[src/rtl/hub75_pkg.sv]
// hub75_pkg: shared state encodings, pixel type and BCM on-time helper
package hub75_pkg;
  typedef enum logic [1:0] {S_IDLE, S_SHIFT, S_WAIT, S_LATCH} shift_state_e;
  typedef enum logic [1:0] {D_OFF, D_ON, D_DONE} disp_state_e;
  localparam int pixel_bpp_c = 8;
  typedef logic [2:0][pixel_bpp_c-1:0] pixel_t;
  // plane b stays lit for (brightness+1) << b clk cycles
  function automatic logic [31:0] on_time(input logic [4:0] b, input logic [7:0] brightness);
    return ({24'd0, brightness} + 32'd1) << b;
  endfunction
endpackage

[src/rtl/hub75_bit_shifter.sv]
// hub75_bit_shifter: shifts one bit-plane of a row out on O_CLK with read-latency compensation
module hub75_bit_shifter #(
  parameter int hpixel_p = 64,
  parameter int bpp_p = 8,
  parameter int segments_p = 2,
  parameter int rd_lat_p = 2,
  parameter int addr_w_p = 12,
  parameter int pl_w_p = 3
) (
  input  logic                           clk,
  input  logic                           rst_n,
  input  logic                           i_start,
  input  logic [3:0]                     i_clk_div,
  input  logic [addr_w_p-1:0]            i_base,
  input  logic [pl_w_p-1:0]              i_plane,
  input  logic [segments_p*3*bpp_p-1:0]  i_rd_data,
  output logic                           o_done,
  output logic [addr_w_p-1:0]            o_rd_addr,
  output logic                           o_sclk,
  output logic [segments_p*3-1:0]        o_rgb
);
  localparam int col_w_p = $clog2(hpixel_p);
  localparam logic [col_w_p-1:0] col_last_c = col_w_p'(hpixel_p - 1);
  localparam logic [3:0] lat_c = 4'(rd_lat_p);
  logic busy_q, busy_d, sclk_q, sclk_d, last, issue;
  logic [col_w_p-1:0] col_q, col_d;
  logic [4:0] cyc_q, cyc_d;
  logic [3:0] div_q, div_d;
  logic [pl_w_p-1:0] plane_q, plane_d;
  logic [addr_w_p-1:0] addr_q, addr_d;
  logic [segments_p*3-1:0] rgb_q, rgb_d, bits;
  logic [rd_lat_p-1:0] vld_q, vld_d;
  logic [rd_lat_p:0] vld;
  // period sequencing: address on cycle 0, data captured when the read returns, O_CLK high in the second half
  always_comb begin
    last = busy_q && cyc_q == {div_q, 1'b1};
    issue = busy_q && cyc_q == 5'd0;
    vld = {vld_q, issue};
    vld_d = vld[rd_lat_p-1:0];
    bits = '0;
    for (int i = 0; i < segments_p * 3; i++) bits[i] = i_rd_data[i * bpp_p + int'(plane_q)];
    rgb_d = vld[rd_lat_p] ? bits : rgb_q;
    o_done = last && col_q == col_last_c;
    busy_d = busy_q;
    col_d = col_q;
    cyc_d = cyc_q;
    div_d = div_q;
    plane_d = plane_q;
    addr_d = addr_q;
    sclk_d = sclk_q;
    if (i_start) begin
      busy_d = 1'b1;
      col_d = '0;
      cyc_d = '0;
      div_d = i_clk_div < lat_c ? lat_c : i_clk_div;
      plane_d = i_plane;
      addr_d = i_base;
      sclk_d = 1'b0;
    end else if (busy_q) begin
      cyc_d = last ? 5'd0 : cyc_q + 5'd1;
      sclk_d = cyc_q == {1'b0, div_q} ? 1'b1 : last ? 1'b0 : sclk_q;
      col_d = last ? col_q + col_w_p'(1) : col_q;
      addr_d = last && !o_done ? addr_q + addr_w_p'(1) : addr_q;
      busy_d = !o_done;
    end
  end
  // shifter state registers
  always_ff @(posedge clk or negedge rst_n) begin
    if (!rst_n) begin
      busy_q <= 1'b0;
      sclk_q <= 1'b0;
      col_q <= '0;
      cyc_q <= '0;
      div_q <= '0;
      plane_q <= '0;
      addr_q <= '0;
      rgb_q <= '0;
      vld_q <= '0;
    end else begin
      busy_q <= busy_d;
      sclk_q <= sclk_d;
      col_q <= col_d;
      cyc_q <= cyc_d;
      div_q <= div_d;
      plane_q <= plane_d;
      addr_q <= addr_d;
      rgb_q <= rgb_d;
      vld_q <= vld_d;
    end
  end
  assign o_rd_addr = addr_q;
  assign o_sclk = sclk_q;
  assign o_rgb = rgb_q;
endmodule

[src/rtl/hub75_bcm_engine.sv]
// hub75_bcm_engine: HUB75 row/plane scanner with BCM output-enable timing overlapping the next shift
module hub75_bcm_engine
  import hub75_pkg::*;
#(
  parameter int hpixel_p = 64,
  parameter int vpixel_p = 64,
  parameter int bpp_p = 8,
  parameter int segments_p = 2,
  parameter int rd_lat_p = 2,
  localparam int rows_p = vpixel_p / segments_p,
  localparam int row_w_p = $clog2(rows_p),
  localparam int addr_w_p = $clog2(hpixel_p * vpixel_p)
) (
  input  logic                          clk,
  input  logic                          rst_n,
  input  logic                          i_enable,
  input  logic [3:0]                    i_clk_div,
  input  logic [7:0]                    i_brightness,
  output logic [addr_w_p-1:0]           o_rd_addr,
  input  logic [segments_p*3*bpp_p-1:0] i_rd_data,
  output logic                          O_CLK,
  output logic                          STB,
  output logic                          OE,
  output logic [row_w_p-1:0]            o_row,
  output logic [segments_p*3-1:0]       o_rgb,
  output logic                          o_frame_start
);
  localparam int pl_w_p = bpp_p > 1 ? $clog2(bpp_p) : 1;
  localparam int ot_w_p = bpp_p + 9;
  localparam logic [pl_w_p-1:0] pl_last_c = pl_w_p'(bpp_p - 1);
  localparam logic [row_w_p-1:0] row_last_c = row_w_p'(rows_p - 1);
  shift_state_e state_q, state_d;
  disp_state_e disp_q, disp_d;
  logic [1:0] lat_q, lat_d;
  logic [row_w_p-1:0] row_q, row_d, orow_q, orow_d;
  logic [pl_w_p-1:0] plane_q, plane_d;
  logic [ot_w_p-1:0] ot_q, ot_d;
  logic stb_q, stb_d, oe_q, oe_d, fs_q, fs_d, start, sh_done;
  logic [addr_w_p-1:0] base;
  assign base = addr_w_p'(int'(row_d) * hpixel_p);
  hub75_bit_shifter #(
    .hpixel_p(hpixel_p), .bpp_p(bpp_p), .segments_p(segments_p),
    .rd_lat_p(rd_lat_p), .addr_w_p(addr_w_p), .pl_w_p(pl_w_p)
  ) u_shifter (
    .clk(clk), .rst_n(rst_n), .i_start(start), .i_clk_div(i_clk_div),
    .i_base(base), .i_plane(plane_d), .i_rd_data(i_rd_data), .o_done(sh_done),
    .o_rd_addr(o_rd_addr), .o_sclk(O_CLK), .o_rgb(o_rgb)
  );
  // shifter and display FSMs; the latch hands the shifted plane to the display and starts the next shift
  always_comb begin
    state_d = state_q;
    disp_d = disp_q;
    lat_d = lat_q;
    row_d = row_q;
    plane_d = plane_q;
    ot_d = ot_q;
    orow_d = orow_q;
    fs_d = 1'b0;
    start = 1'b0;
    if (disp_q == D_ON) begin
      ot_d = ot_q - ot_w_p'(1);
      disp_d = ot_q == ot_w_p'(1) ? D_DONE : D_ON;
    end
    case (state_q)
      S_IDLE: if (i_enable) begin
        state_d = S_SHIFT;
        start = 1'b1;
      end
      S_SHIFT: if (sh_done) state_d = S_WAIT;
      S_WAIT: if (disp_q != D_ON) begin
        if (!i_enable) begin
          state_d = S_IDLE;
          disp_d = D_OFF;
          row_d = '0;
          plane_d = '0;
        end else begin
          state_d = S_LATCH;
          lat_d = 2'd0;
        end
      end
      S_LATCH: begin
        lat_d = lat_q + 2'd1;
        if (lat_q == 2'd0) begin
          orow_d = row_q;
          fs_d = row_q == '0 && plane_q == '0;
        end
        if (lat_q == 2'd2) begin
          state_d = S_SHIFT;
          start = 1'b1;
          disp_d = D_ON;
          ot_d = ot_w_p'(on_time(5'(plane_q), i_brightness));
          plane_d = plane_q == pl_last_c ? '0 : plane_q + pl_w_p'(1);
          row_d = plane_q != pl_last_c ? row_q : row_q == row_last_c ? '0 : row_q + row_w_p'(1);
        end
      end
    endcase
    stb_d = state_d == S_LATCH && lat_d != 2'd0;
    oe_d = disp_d != D_ON;
  end
  // control state and registered panel outputs
  always_ff @(posedge clk or negedge rst_n) begin
    if (!rst_n) begin
      state_q <= S_IDLE;
      disp_q <= D_OFF;
      lat_q <= '0;
      row_q <= '0;
      plane_q <= '0;
      ot_q <= '0;
      orow_q <= '0;
      stb_q <= 1'b0;
      oe_q <= 1'b1;
      fs_q <= 1'b0;
    end else begin
      state_q <= state_d;
      disp_q <= disp_d;
      lat_q <= lat_d;
      row_q <= row_d;
      plane_q <= plane_d;
      ot_q <= ot_d;
      orow_q <= orow_d;
      stb_q <= stb_d;
      oe_q <= oe_d;
      fs_q <= fs_d;
    end
  end
  assign STB = stb_q;
  assign OE = oe_q;
  assign o_row = orow_q;
  assign o_frame_start = fs_q;
endmodule

[config.mk]
export PLATFORM = sky130hd
export DESIGN_NAME = hub75_bcm_engine
export DESIGN_NICKNAME = d
export VERILOG_FILES = /design/src/rtl/hub75_pkg.sv /design/src/rtl/hub75_bit_shifter.sv /design/src/rtl/hub75_bcm_engine.sv
export SDC_FILE = /design/constraint.sdc
export NUM_CORES = 1
export LEC_CHECK = 0
export BUFFER_PORTS_ARGS = -buffer_cell sky130_fd_sc_hd__buf_2
export CAP_MARGIN = 30
export CORE_MARGIN = 4
export CORE_UTILIZATION = 25
export DETAILED_ROUTE_END_ITERATION = 8
export PLACE_DENSITY = 0.48
export RECOVER_POWER = 25
export REMOVE_ABC_BUFFERS = 1
export SETUP_SLACK_MARGIN = 0.1
export SYNTH_ARGS = -nofsm -noshare
export SYNTH_HDL_FRONTEND = slang
export SYNTH_SLANG_ARGS = --single-unit
[constraint.sdc]
create_clock -name clk -period 5.3 [get_ports clk]
set_clock_uncertainty 0.05 [all_clocks]
set_input_delay 0 -clock clk [delete_from_list [all_inputs] [get_ports clk]]
set_output_delay 0 -clock clk [all_outputs]
set_load 0.01 [all_outputs]
* After elaboration in Yosys (flattened, before gate mapping)
Index checks and enable logic that the tools add are counted.
W data, S select, Z words.
** Word-level totals
- Word-level logic and storage cells :: 143
- Output and inout bits :: 27
- Register bits :: 79
- Bits of input ports :: 63
** Operators by class
- Eq/ne operators :: 15
- Add/sub/neg operators :: 13
- Shift operators :: 1
- Mux-type cells :: 67
- Reductions and logical operators :: 21
- $lt $le $gt $ge :: 7
** Operators by type and width (number)
- $lt A32 B8 Y1 const B :: 5
- $mux W17 :: 3
- $mux W5 :: 8
- $mux W12 :: 3
- $bmux W1 S6 :: 5
- $mux W2 :: 12
- $mux W1 :: 21
- $mux W6 :: 3
- $eq A17 B1 Y1 const B :: 1
- $shl A9 B3 Y17 :: 1
- $sub A17 B1 Y17 const B :: 1
- $add A6 B3 Y7 const A :: 2
- $add A12 B1 Y12 const B :: 1
- $add A5 B3 Y6 const A :: 2
- $mux W3 :: 4
- $add A5 B1 Y5 const B :: 2
- $logic_not A5 Y1 :: 2
- $pmux W5 S2 :: 1
- $add A8 B1 Y9 const B :: 1
- $eq A2 B2 Y1 const B :: 4
- $pmux W2 S2 :: 2
- $pmux W2 S4 :: 1
- $reduce_and A2 Y1 :: 4
- $reduce_bool A2 Y1 :: 4
- 23 further kinds :: 31

* Depth between registers and ports, before layout
Gate-level depths: netlist of run 1.
- Depth in word-level cells :: 8
- Mapped depth :: 9
- Gate-level depth less buffers :: 8

* Modules after synthesis
A second synthesis of run 1 with hierarchy kept.
** Unflattened totals
- Cells, all modules :: 525
- Area total of the unflattened synthesis :: 5195.0 sq um
** Modules (own cells, without submodules)
- hub75_bcm_engine :: cells each 306, area each 2813.9 sq um, seq. area each 977.2 sq um, times used 1
- hub75_bit_shifter :: cells each 219, area each 2381.0 sq um, seq. area each 1001.0 sq um, times used 1

* Least setup slack after synthesis of run 1
OpenSTA, ideal clock, no wires.
- Path type :: reg2reg
- Start point :: register row_q[0]
- End point :: register u_shifter.addr_q[9] (netlist: u_shifter.o_rd_addr[9])
- Arrival :: 1.929 ns
- Setup slack :: 3.240 ns
- Period minus slack after synthesis :: 2.060 ns
- Path buffers :: 0
- Cell stages (with the launch flop) :: 9
- Required time :: 5.168 ns
- Setup time :: 0.082 ns
- Cells stage by stage :: dfrtp_1 > ha_1 > and3_1 > ha_1 > nand3b_1 > or3_1 > a21boi_0 > a211oi_1 > a31oi_1
** Between the ends
- Cells in the longest elaborated chain, start to end :: 6
** RTL lines
- from (decl) :: RTL line hub75_bcm_engine.sv:35 : logic [row_w_p-1:0] row_q, row_d, orow_q, orow_d;
- from (signal assigned) :: RTL line hub75_bcm_engine.sv:117 : row_q <= row_d;
- $add A5 B1 Y5 or $eq A5 B5 Y1 (tied branches) :: RTL line hub75_bcm_engine.sv:93 : row_d = plane_q != pl_last_c ? row_q : row_q == row_last_c ? '0 : row_q + row_w_p'(1);
- $mux W5 * (2 in a row) :: RTL line hub75_bcm_engine.sv:93
- $mux W5 * :: RTL line hub75_bcm_engine.sv:87 : if (lat_q == 2'd2) begin
- $pmux W5 S2 * :: RTL line hub75_bcm_engine.sv:64 : case (state_q)
- $mux W12 * :: RTL line hub75_bit_shifter.sv:51 : if (i_start) begin
- to (signal assigned) :: RTL line hub75_bit_shifter.sv:86 : addr_q <= addr_d;
- to (decl) :: RTL line hub75_bit_shifter.sv:30 : logic [addr_w_p-1:0] addr_q, addr_d;
Mark *: on every way between the ends. The rest lies on a longest branch, timed or not.
A chain may end at the register's enable or synchronous reset.

* Worst setup path in the final report of run 1
- Start point :: register state_q[1]
- End point :: register u_shifter.plane_q[1]
** Between the ends
- Cells in the longest elaborated chain, start to end :: 2
** RTL lines
- from (decl) :: RTL line hub75_bcm_engine.sv:32 : shift_state_e state_q, state_d;
- from (signal assigned) :: RTL line hub75_bcm_engine.sv:114 : state_q <= state_d;
- $eq A2 B2 Y1 or $logic_not A2 Y1 (tied branches) :: RTL line hub75_bcm_engine.sv:64
- $pmux W3 S2 or $pmux W1 S2 (tied branches) :: RTL line hub75_bcm_engine.sv:64
- to (signal assigned) :: RTL line hub75_bit_shifter.sv:85 : plane_q <= plane_d;
- to (decl) :: RTL line hub75_bit_shifter.sv:29 : logic [pl_w_p-1:0] plane_q, plane_d;
Several ways; a longest one is shown, not always the timed one.

==> impl_summary.md, run 1 <==
Yosys
The xor and xnor fraction of the mapped netlist area is 0.05648. Yosys mapped a number of flops with a built-in enable equal to 0. The most used flip-flop cell after synthesis is sky130_fd_sc_hd__dfrtp_1.

The number of warnings printed during yosys synthesis is 0. Sorting the synthesized cells by area gives the leading types as sky130_fd_sc_hd__dfrtp_1 38%, sky130_fd_sc_hd__mux4_2 5.3%, sky130_fd_sc_hd__ha_1 4.9%. The top-area cell type share of the netlist area is 0.3814.

After synthesis the cells add up to 5117 sq um. Of the post-synthesis cell area, the part taken by muxes is 0.09242. The flop and latch count out of synthesis is 79. The portion of the post-synthesis area used by sequential elements is 0.3866.

The average footprint of a synthesized cell is 9.674 sq um. After synthesis, the netlist uses 71 different library cells. The synthesized-area fraction occupied by ao, oa, aoi and oai cells was 0.1714. The share of synthesized cell area in and, or, nand and nor gates is 0.2027. The library cell occupying the most area in the post-synthesis netlist is sky130_fd_sc_hd__dfrtp_1. The proportion of register bits with asynchronous set or reset after synthesis is 1.000. The synthesized instance count is 529.

The main combinational cell family by area after synthesis is simple AND/OR/NAND/NOR gates. The fraction of the mapped netlist area in adder cells is 0.04890.

Clock tree
The buffer levels on the longest clock path is 2. In this run the post-CTS setup repair buffer count came out at 0. The tree built by TritonCTS fans out to 79 sinks. The number of clock buffers added by TritonCTS is 9.

The clock insertion delay at the later pin of the skew report is 0.34 ns. TritonCTS built the clock tree. After clock tree synthesis, the clock-pin slew on the worst setup and hold paths is 0.06 ns.

The root buffer cell chosen for the clock tree is sky130_fd_sc_hd__clkbuf_16. The H-tree level count is 3.

Die
From bottom edge to top edge, the die measures 151.1 um. The die covers 22820 sq um. The initialized floorplan defines 52 standard-cell rows. From left edge to right edge, the die measures 151.1 um. The starting density of the core is 0.2537. Pin placement for this block handled 90 I/O pins. The core area is 20170 sq um.

Pwr
In this run the power density over the cells is 296.6 nW/um^2. Of the total power, the share spent switching nets is 0.3276. The share of total power dissipated in sequential elements is 0.458. The worst-case vdd ir drop is 0.0001440 V. The internal power of the cells is 1.222 mW.

The net switching power is 0.5955 mW. In this run the static leakage power is 2.675 nW. The share of total power dissipated in combinational logic is 0.223. The share of total power dissipated in the clock network is 0.319.

Timing
Setup repair after global routing left no endpoint under its margin. Of the available clock period, the critical path in the final layout requires 0.4761. Adding up every negative setup slack in the final design gives 0 ns.

The count of final max-slew check failures is 0. The final critical path time including I/O delays and setup is 2.523 ns. The maximum clock frequency is 0.3963 GHz.

Setup violations remaining at the end of the flow were counted as 0. The slew at the pin with the worst max-slew slack is 1.179 ns. The final hold violation count was 0.

Headroom to the max-slew limit came out at 0.2143.

Global route
The via count of the first global-routing pass came to 4372. Entering global routing, the biggest net connects 62 pins. Across every metal layer, demand over resource in global routing totals 0.1186. For met1 alone, demand over resource in global routing was 0.1521. Summed over all layers, the global routing overflow is 0. The first global-routing pass estimated 21850 um of wire. The met3 usage in global routing is 0.01765. The initial antenna violation count is 0. The global-route layer with the greatest usage is met2. The routing usage on met2 is 0.2018.

Setup path
The maximum single-stage delay on the critical path is 0.59 ns. Broken down by cell family, the worst path's largest delay share belongs to adder cells. Data arrives at the worst endpoint at 2.70 ns. The slowest cell on the critical path is sky130_fd_sc_hd__ha_1. The maximum fanout encountered on the critical timing path is 26. The minimum setup slack among reg-to-reg paths is 2.78 ns. The category of the critical setup timing path is flip-flop to flip-flop. The number of cells on the worst reg-to-reg path is 5.

The worst setup path is captured at a flip-flop. In this run the number of cells on the critical path is 5. The startpoint class of the critical path is a flip-flop.

The critical path goes through ha_1 > nand2_1 > a21oi_2 > buf_4 > mux2_2. The buffers plus inverters on the worst setup path is 1. The data required time at the worst endpoint is 5.48 ns.

Drt
Dividing the detail-routed wire length by the instance count gives 15.18 um. The detailed-route DRC error count is 0. The length of the first detailed-routing pass in iterations is 5.

The final route contains 4421 vias. The via density per instance is 5.001. The detail route stage leaves a number of antenna-violating nets equal to 0. The first routing iteration left 223 violations. Summed over all layers, the routed wires come to 13420 um.

Cells and area
The library cell used most frequently in the layout, excluding fill and tap cells, is sky130_fd_sc_hd__buf_2. In the layout the commonest cells are 88 x sky130_fd_sc_hd__buf_2, 78 x sky130_fd_sc_hd__dfrtp_1, 39 x sky130_fd_sc_hd__nand2_1. The final net count is 692. The relative area change from synthesis to final layout is 19.73%. Of the cells placed in the final design, the portion with a size suffix greater than 1 is 0.2313. The number of antenna repair diodes is 0.

Once layout is done, the placed cells without fillers occupy 6127 sq um.

Worst hold path
The worst hold path class is input pin to flip-flop. The number of cells on the worst hold path is 4.

Flow run
Max-cap violations in this run came to 0.

Placed design
The HPWL after detailed placement is 10140 um. The final weighted congestion in routability-driven placement is 0.8495. The cell area after placement is 5804 sq um.

In this run the tool buffered the top-level ports with 89 buffer cells.

Run status
The flow ran to the end, and the final reports show no timing, DRC or antenna violations.
-- routing by layer --
| layer | vias up | wire length, um |
|---|---|---|
| li1 | 2137 | - |
| met1 | 2193 | 5901 |
| met2 | 73 | 6940 |
| met3 | 18 | 323 |
| met4 | 0 | 250 |
| met5 | - | 0 |
-- cells by family (layout without fill, tap and decap cells) --
family                   Yosys count  after routing
AO/OA/AOI/OAI                    134            134
flip-flops                        79             79
AND/OR/NAND/NOR                  185            185
multiplexers                      31             31
XOR/XNOR                          33             33
adder cells (fa/ha/maj)           20             20
buffers and inverters             47            132
-- tightest hold or removal path: stages --
cell and delay, ns:
sky130_fd_sc_hd__buf_2 0.16, sky130_fd_sc_hd__a211oi_1 0.12, sky130_fd_sc_hd__nand2_1 0.07, sky130_fd_sc_hd__o21ai_0 0.08
-- final timing paths --
check | to | startpoint
setup / recovery | u_shifter.plane_q[1] | state_q[1]
hold / removal | ot_q[1] | i_brightness[0]
setup reg to reg | u_shifter.plane_q[1] | state_q[1]
hold reg to reg | u_shifter.vld_q[1] | u_shifter.vld_q[0]
max in group asynchronous | ot_q[9] | rst_n
min in group asynchronous | u_shifter.cyc_q[4] | rst_n
-- timing repair --
item / 4_1_cts / 5_1_grt
endpoints found under the hold margin: 83 / 0
gates resized for setup: 0 / 0
hold buffers: 5 / 0
-- flip-flops by register name (all words and copies together), names as in the netlist, 3 cells and up --
register / flops
ot_q: 17
u_shifter.plane_q: 3
u_shifter.cyc_q: 5
u_shifter.o_rgb: 6
o_row: 5
u_shifter.o_rd_addr: 12
u_shifter.col_q: 6
plane_q: 3
row_q: 5
u_shifter.div_q: 4
-- cell type report --
class                      instances  area [sq um]
inverter                          20         75.07
sequential                        79          1978
timing repair buffer              96         529.3
clock inverter                     5         33.78
tap                              270         337.8
clock buffer                      11         242.7
multi-input combinational        403          2930
fill                            2143         14040
-- Yosys cell counts (all sizes together), types with 8 or more instances --
cell	n
dfrtp	78
nand2	40
nor2	38
a21oi	36
o21ai	25
ha	20
inv	19
xor2	19
clkbuf	18
nand4	18
nand3	15
xnor2	14
and3	12
mux4	12
or3	12
a31oi	11
nor3	11
mux2	10
a22o	9
mux2i	9
o22ai	9
buf	8
-- power by group through the flow --
stage,Clock (mW),Combinational [mW],Sequential (mW)
after floorplan,0,0.247,0.833
after global placement,0,0.396,0.838
after detailed placement,0,0.408,0.841
after CTS,0.602,0.412,0.832
after global routing,0.627,0.454,0.851
final,0.581,0.405,0.832
-- stage by stage --
stage                     worst slack, ns  cells    util  power, mW  hold slack, ns
after floorplan                     2.579    502       -      1.080         -0.3456
after global placement              2.887    862  0.2864      1.234          0.1727
after detailed placement            2.765    863  0.2878      1.249         -0.1427
after CTS                           2.739    884  0.3040      1.846         0.02602
after global routing                2.548    884  0.3038      1.932          0.1085
final                               2.777    884  0.3038      1.817         0.09628
(Power assumes the default switching activity.)
==> run 2: changes to the inputs <==
ABC_AREA = 1   (was unset)
clock period = 2.5 ns   (was 5.3 ns; I/O delays follow)
==> run 2 against run 1 <==
Effect of this change: setup slack worse by 2.4 ns; flip-flop and latch count is the same; global-route usage up 1.5 points; combinational power grew 89%; register-to-register slack lost 2.4 ns; final area is 4.6% higher; sequential power grew 97%; sequential share of layout area down 1.4 points; first-iteration DRC count fell by 7.2%; largest power group unchanged.
==> impl_summary.md, run 2 <==
Clock tree
The clock insertion delay at the later pin of the skew report is 0.35 ns (was 0.34 ns). The H-tree level count came to 3 (unchanged). The post-CTS setup buffer count is 0 (unchanged).

The count of instances resized after the clock tree is built came to 0 (unchanged). The number of buffers inserted during clock tree synthesis is 9 (unchanged). The clock net sink count is 79 (unchanged). The TritonCTS clock tree is built (unchanged).

The CTS root buffer was sky130_fd_sc_hd__clkbuf_16 (unchanged). The clock transition at the registers of the reported paths was 0.06 ns (about the same). The buffer levels on the longest clock path was 2 (unchanged). The count of hold buffers inserted by post-cts repair is 5 (unchanged).

Yosys
The synthesized instance count was 750 (was 529). Synth top area cells: sky130_fd_sc_hd__dfrtp_1 37%, sky130_fd_sc_hd__nand2_1 13%, sky130_fd_sc_hd__nor2_1 6.9% (was sky130_fd_sc_hd__dfrtp_1 38%, sky130_fd_sc_hd__mux4_2 5.3%, sky130_fd_sc_hd__ha_1 4.9%). The library cell occupying the most area in the post-synthesis netlist is sky130_fd_sc_hd__dfrtp_1 (unchanged). The number of flops mapped to enable cells by yosys is 0 (unchanged).

The top-area cell type share of the netlist area is 0.3711 (was 0.3814). The library cell with the highest instance count after synthesis is sky130_fd_sc_hd__nand2_1 (was sky130_fd_sc_hd__dfrtp_1). The most instantiated flip-flop cell in the synthesis netlist is sky130_fd_sc_hd__dfrtp_1 (unchanged). The average footprint of a synthesized cell came to 7.013 sq um (was 9.674 sq um). The number of unique standard cell types used by synthesis is 41 (was 71). The post-synthesis cell area came to 5260 sq um (was 5117 sq um). The proportion of register bits with asynchronous set or reset after synthesis is 1.000 (unchanged). The number of warnings printed during yosys synthesis is 0 (unchanged). The portion of the post-synthesis area used by sequential elements came to 0.3761 (was 0.3866).

Commonest cells in the netlist: 186 x sky130_fd_sc_hd__nand2_1, 96 x sky130_fd_sc_hd__nor2_1, 83 x sky130_fd_sc_hd__inv_1 (was 78 x sky130_fd_sc_hd__dfrtp_1, 39 x sky130_fd_sc_hd__nand2_1, 38 x sky130_fd_sc_hd__nor2_1). The flop and latch count out of synthesis is 79 (unchanged).

Pwr
The worst-case vdd ir drop is 0.0003339 V (was 0.0001440 V). The leakage power came to 3.239 nW (was 2.675 nW). The power density of the placed cells was 615.1 nW/um^2 (was 296.6 nW/um^2).

Timing
The maximum clock frequency is 0.4816 GHz (was 0.3963 GHz). The period utilization came to 0.8305 (was 0.4761). Setup repair after global routing missed its margin: false (unchanged). The final critical path time including I/O delays and setup came to 2.076 ns (was 2.523 ns). The worst max-slew margin expressed relative to the limit was 0.2471 (was 0.2143).

The slew at the pin with the worst max-slew slack is 1.129 ns (was 1.179 ns). The final hold violation count is 0 (unchanged). The number of endpoints failing setup at the final stage came to 0 (unchanged). The final sum of negative setup slack is 0 ns (unchanged). The count of final max-slew check failures is 0 (unchanged).

Drt
The wire length after detailed routing is 15240 um (was 13420 um). The count of nets left with antenna violations after detail routing is 0 (unchanged). The wire length per cell was 13.62 um (was 15.18 um). The via density per instance was 4.490 (was 5.001). The number of vias in the routed layout is 5024 (was 4421). The length of the first detailed-routing pass in iterations is 4 (was 5). The detailed-route DRC error count was 0 (unchanged). The detailed router's first-iteration violation count was 207 (was 223).

Setup path
The data arrival time at the worst-slack endpoint is 2.26 ns (was 2.70 ns). The endpoint of the worst-slack reg-to-reg timing path is u_shifter.o_rd_addr[10] (was u_shifter.plane_q[1]). The category of the critical setup timing path was flip-flop to flip-flop (unchanged). The minimum setup slack among reg-to-reg paths is 0.42 ns (was 2.78 ns). The maximum fanout encountered on the critical timing path is 15 (was 26). The startpoint class of the critical path is a flip-flop (unchanged). The data required time at the worst endpoint is 2.69 ns (was 5.48 ns).

The beginning of the worst register-to-register path is plane_q[1] (was state_q[1]). The start point of the critical path was plane_q[1] (was state_q[1]). The endpoint kind of the worst setup timing path is a flip-flop (unchanged). The number of cells on the worst reg-to-reg path was 9 (was 5).

Cells and area
The number of antenna repair diodes was 0 (unchanged). The flip-flop count of the largest register after layout is 17 (unchanged). The register with the most flip-flops is ot_q (unchanged). The summed area of non-filler cells in the final layout is 6411 sq um (was 6127 sq um).

The final net count was 927 (was 692). Top library cells by usage in the layout, fill and taps aside: 186 x sky130_fd_sc_hd__nand2_1, 96 x sky130_fd_sc_hd__nor2_1, 84 x sky130_fd_sc_hd__buf_2 (was 88 x sky130_fd_sc_hd__buf_2, 78 x sky130_fd_sc_hd__dfrtp_1, 39 x sky130_fd_sc_hd__nand2_1). The most common cell after layout, fill and taps aside is sky130_fd_sc_hd__nand2_1 (was sky130_fd_sc_hd__buf_2). The fraction of layout instances using a drive strength above 1 came to 0.1696 (was 0.2313). The final standard cell utilization of the core is 0.3128 (was 0.3038). The relative area change from synthesis to final layout was 21.88% (was 19.73%).

Placed design
The final weighted congestion in routability-driven placement was 0.8203 (was 0.8495). The cell area after placement is 6023 sq um (was 5804 sq um). The total of buffers placed on input and output ports is 89 (unchanged). The placed wire-length estimate after detailed placement is 11800 um (was 10140 um).

Global route
The combined global-route utilization of all metal layers came to 0.1340 (was 0.1186). The initial antenna violation count is 0 (unchanged). The total congestion overflow after global routing is 0 (unchanged). The via count of the first global-routing pass is 5057 (was 4372).

The largest net degree at the start of global routing is 44 (was 62). The wire length of the first global-routing pass is 25780 um (was 21850 um).

Die
The starting density of the core came to 0.2567 (was 0.2537). The number of top-level design ports is 90 (unchanged). The width of the die is 153.1 um (was 151.1 um).

The die footprint came to 23420 sq um (was 22820 sq um). The vertical extent of the die was 153.1 um (was 151.1 um). The core area is 20490 sq um (was 20170 sq um). The row count is 52 (unchanged).

Flow run
The total of max-cap violations was 0 (unchanged).

Worst hold path
The worst hold path class is input pin to flip-flop (unchanged). The launch instance of the worst min-delay path is i_rd_data[44] (was i_brightness[0]). The end point of the most critical hold path is u_shifter.o_rgb[5] (was ot_q[1]).

The number of cells on the worst hold path is 5 (was 4).

Run status
Run status: completed (unchanged).
## run 2: changes by cell type after synthesis, moves of 24 or more
cell                      before  now
sky130_fd_sc_hd__nand2_1      39  186
sky130_fd_sc_hd__nand3_1      14   71
sky130_fd_sc_hd__a21oi_1      36   12
sky130_fd_sc_hd__o21ai_0      21   71
sky130_fd_sc_hd__inv_1        18   83
sky130_fd_sc_hd__nor2_1       38   96
## run 2: how the worst max path moves through the flow
stage                                    to  cells past startpoint
finish              u_shifter.o_rd_addr[10]                      9
global route         u_shifter.o_rd_addr[9]                     13
CTS                  u_shifter.o_rd_addr[6]                     13
detailed placement   u_shifter.o_rd_addr[6]                     13
global placement     u_shifter.o_rd_addr[6]                     13
floorplan                  u_shifter.o_sclk                     11
## run 2: through the flow
stage,setup slack (ns),instances,hold slack [ns],power [mW]
after floorplan,0.4778,732,-0.3456,2.094
after global placement,0.4468,1098,-0.009013,2.424
after detailed placement,0.4253,1098,-0.007080,2.420
after CTS,0.4319,1119,0.02132,4.007
after global routing,0.1651,1119,0.07599,4.206
final,0.4236,1119,0.02505,3.944
## run 2: layout make-up
type,instances,area [sq um]
fill,2259,14080
multi-input combinational,557,2846
clock inverter,7,120.1
inverter,96,360.3
sequential,79,1978
clock buffer,9,225.2
timing repair buffer,101,543.0
tap,270,337.8
## run 2: layer usage
metal / wire [um] / part of all wire / track usage
met1: 7442 / 0.49 / 0.1797
met2: 7119 / 0.47 / 0.2172
met3: 515 / 0.034 / 0.03308
met4: 161 / 0.011 / 0.03394
met5: 0 / 0 / 0
## run 2: power breakdown
part	switching [mW]	internal, mW
sequential	0.185	1.45
combinational	0.460	0.304
clock	0.565	0.979
total	1.21	2.73
## run 2: cells by family (layout without fill, tap and decap cells)
| kind of cell | Yosys count | count (layout) | share of synthesized area |
|---|---|---|---|
| AO/OA/AOI/OAI | 132 | 132 | 0.1427 |
| XOR/XNOR | 11 | 11 | 0.01832 |
| adder cells (fa/ha/maj) | 20 | 20 | 0.04757 |
| buffers and inverters | 114 | 213 | 0.08278 |
| flip-flops | 79 | 79 | 0.3761 |
| AND/OR/NAND/NOR | 394 | 394 | 0.3325 |
## run 2: worst max-delay path: stages (launching register included)
cell	delay [ns]
sky130_fd_sc_hd__dfrtp_1	0.62
sky130_fd_sc_hd__ha_1	0.24
sky130_fd_sc_hd__ha_1	0.17
sky130_fd_sc_hd__nand2_1	0.16
sky130_fd_sc_hd__nor2_1	0.13
sky130_fd_sc_hd__nor2_1	0.06
sky130_fd_sc_hd__o21ai_0	0.34
sky130_fd_sc_hd__o21ai_1	0.10
sky130_fd_sc_hd__nand2_1	0.06
sky130_fd_sc_hd__nand2_1	0.04
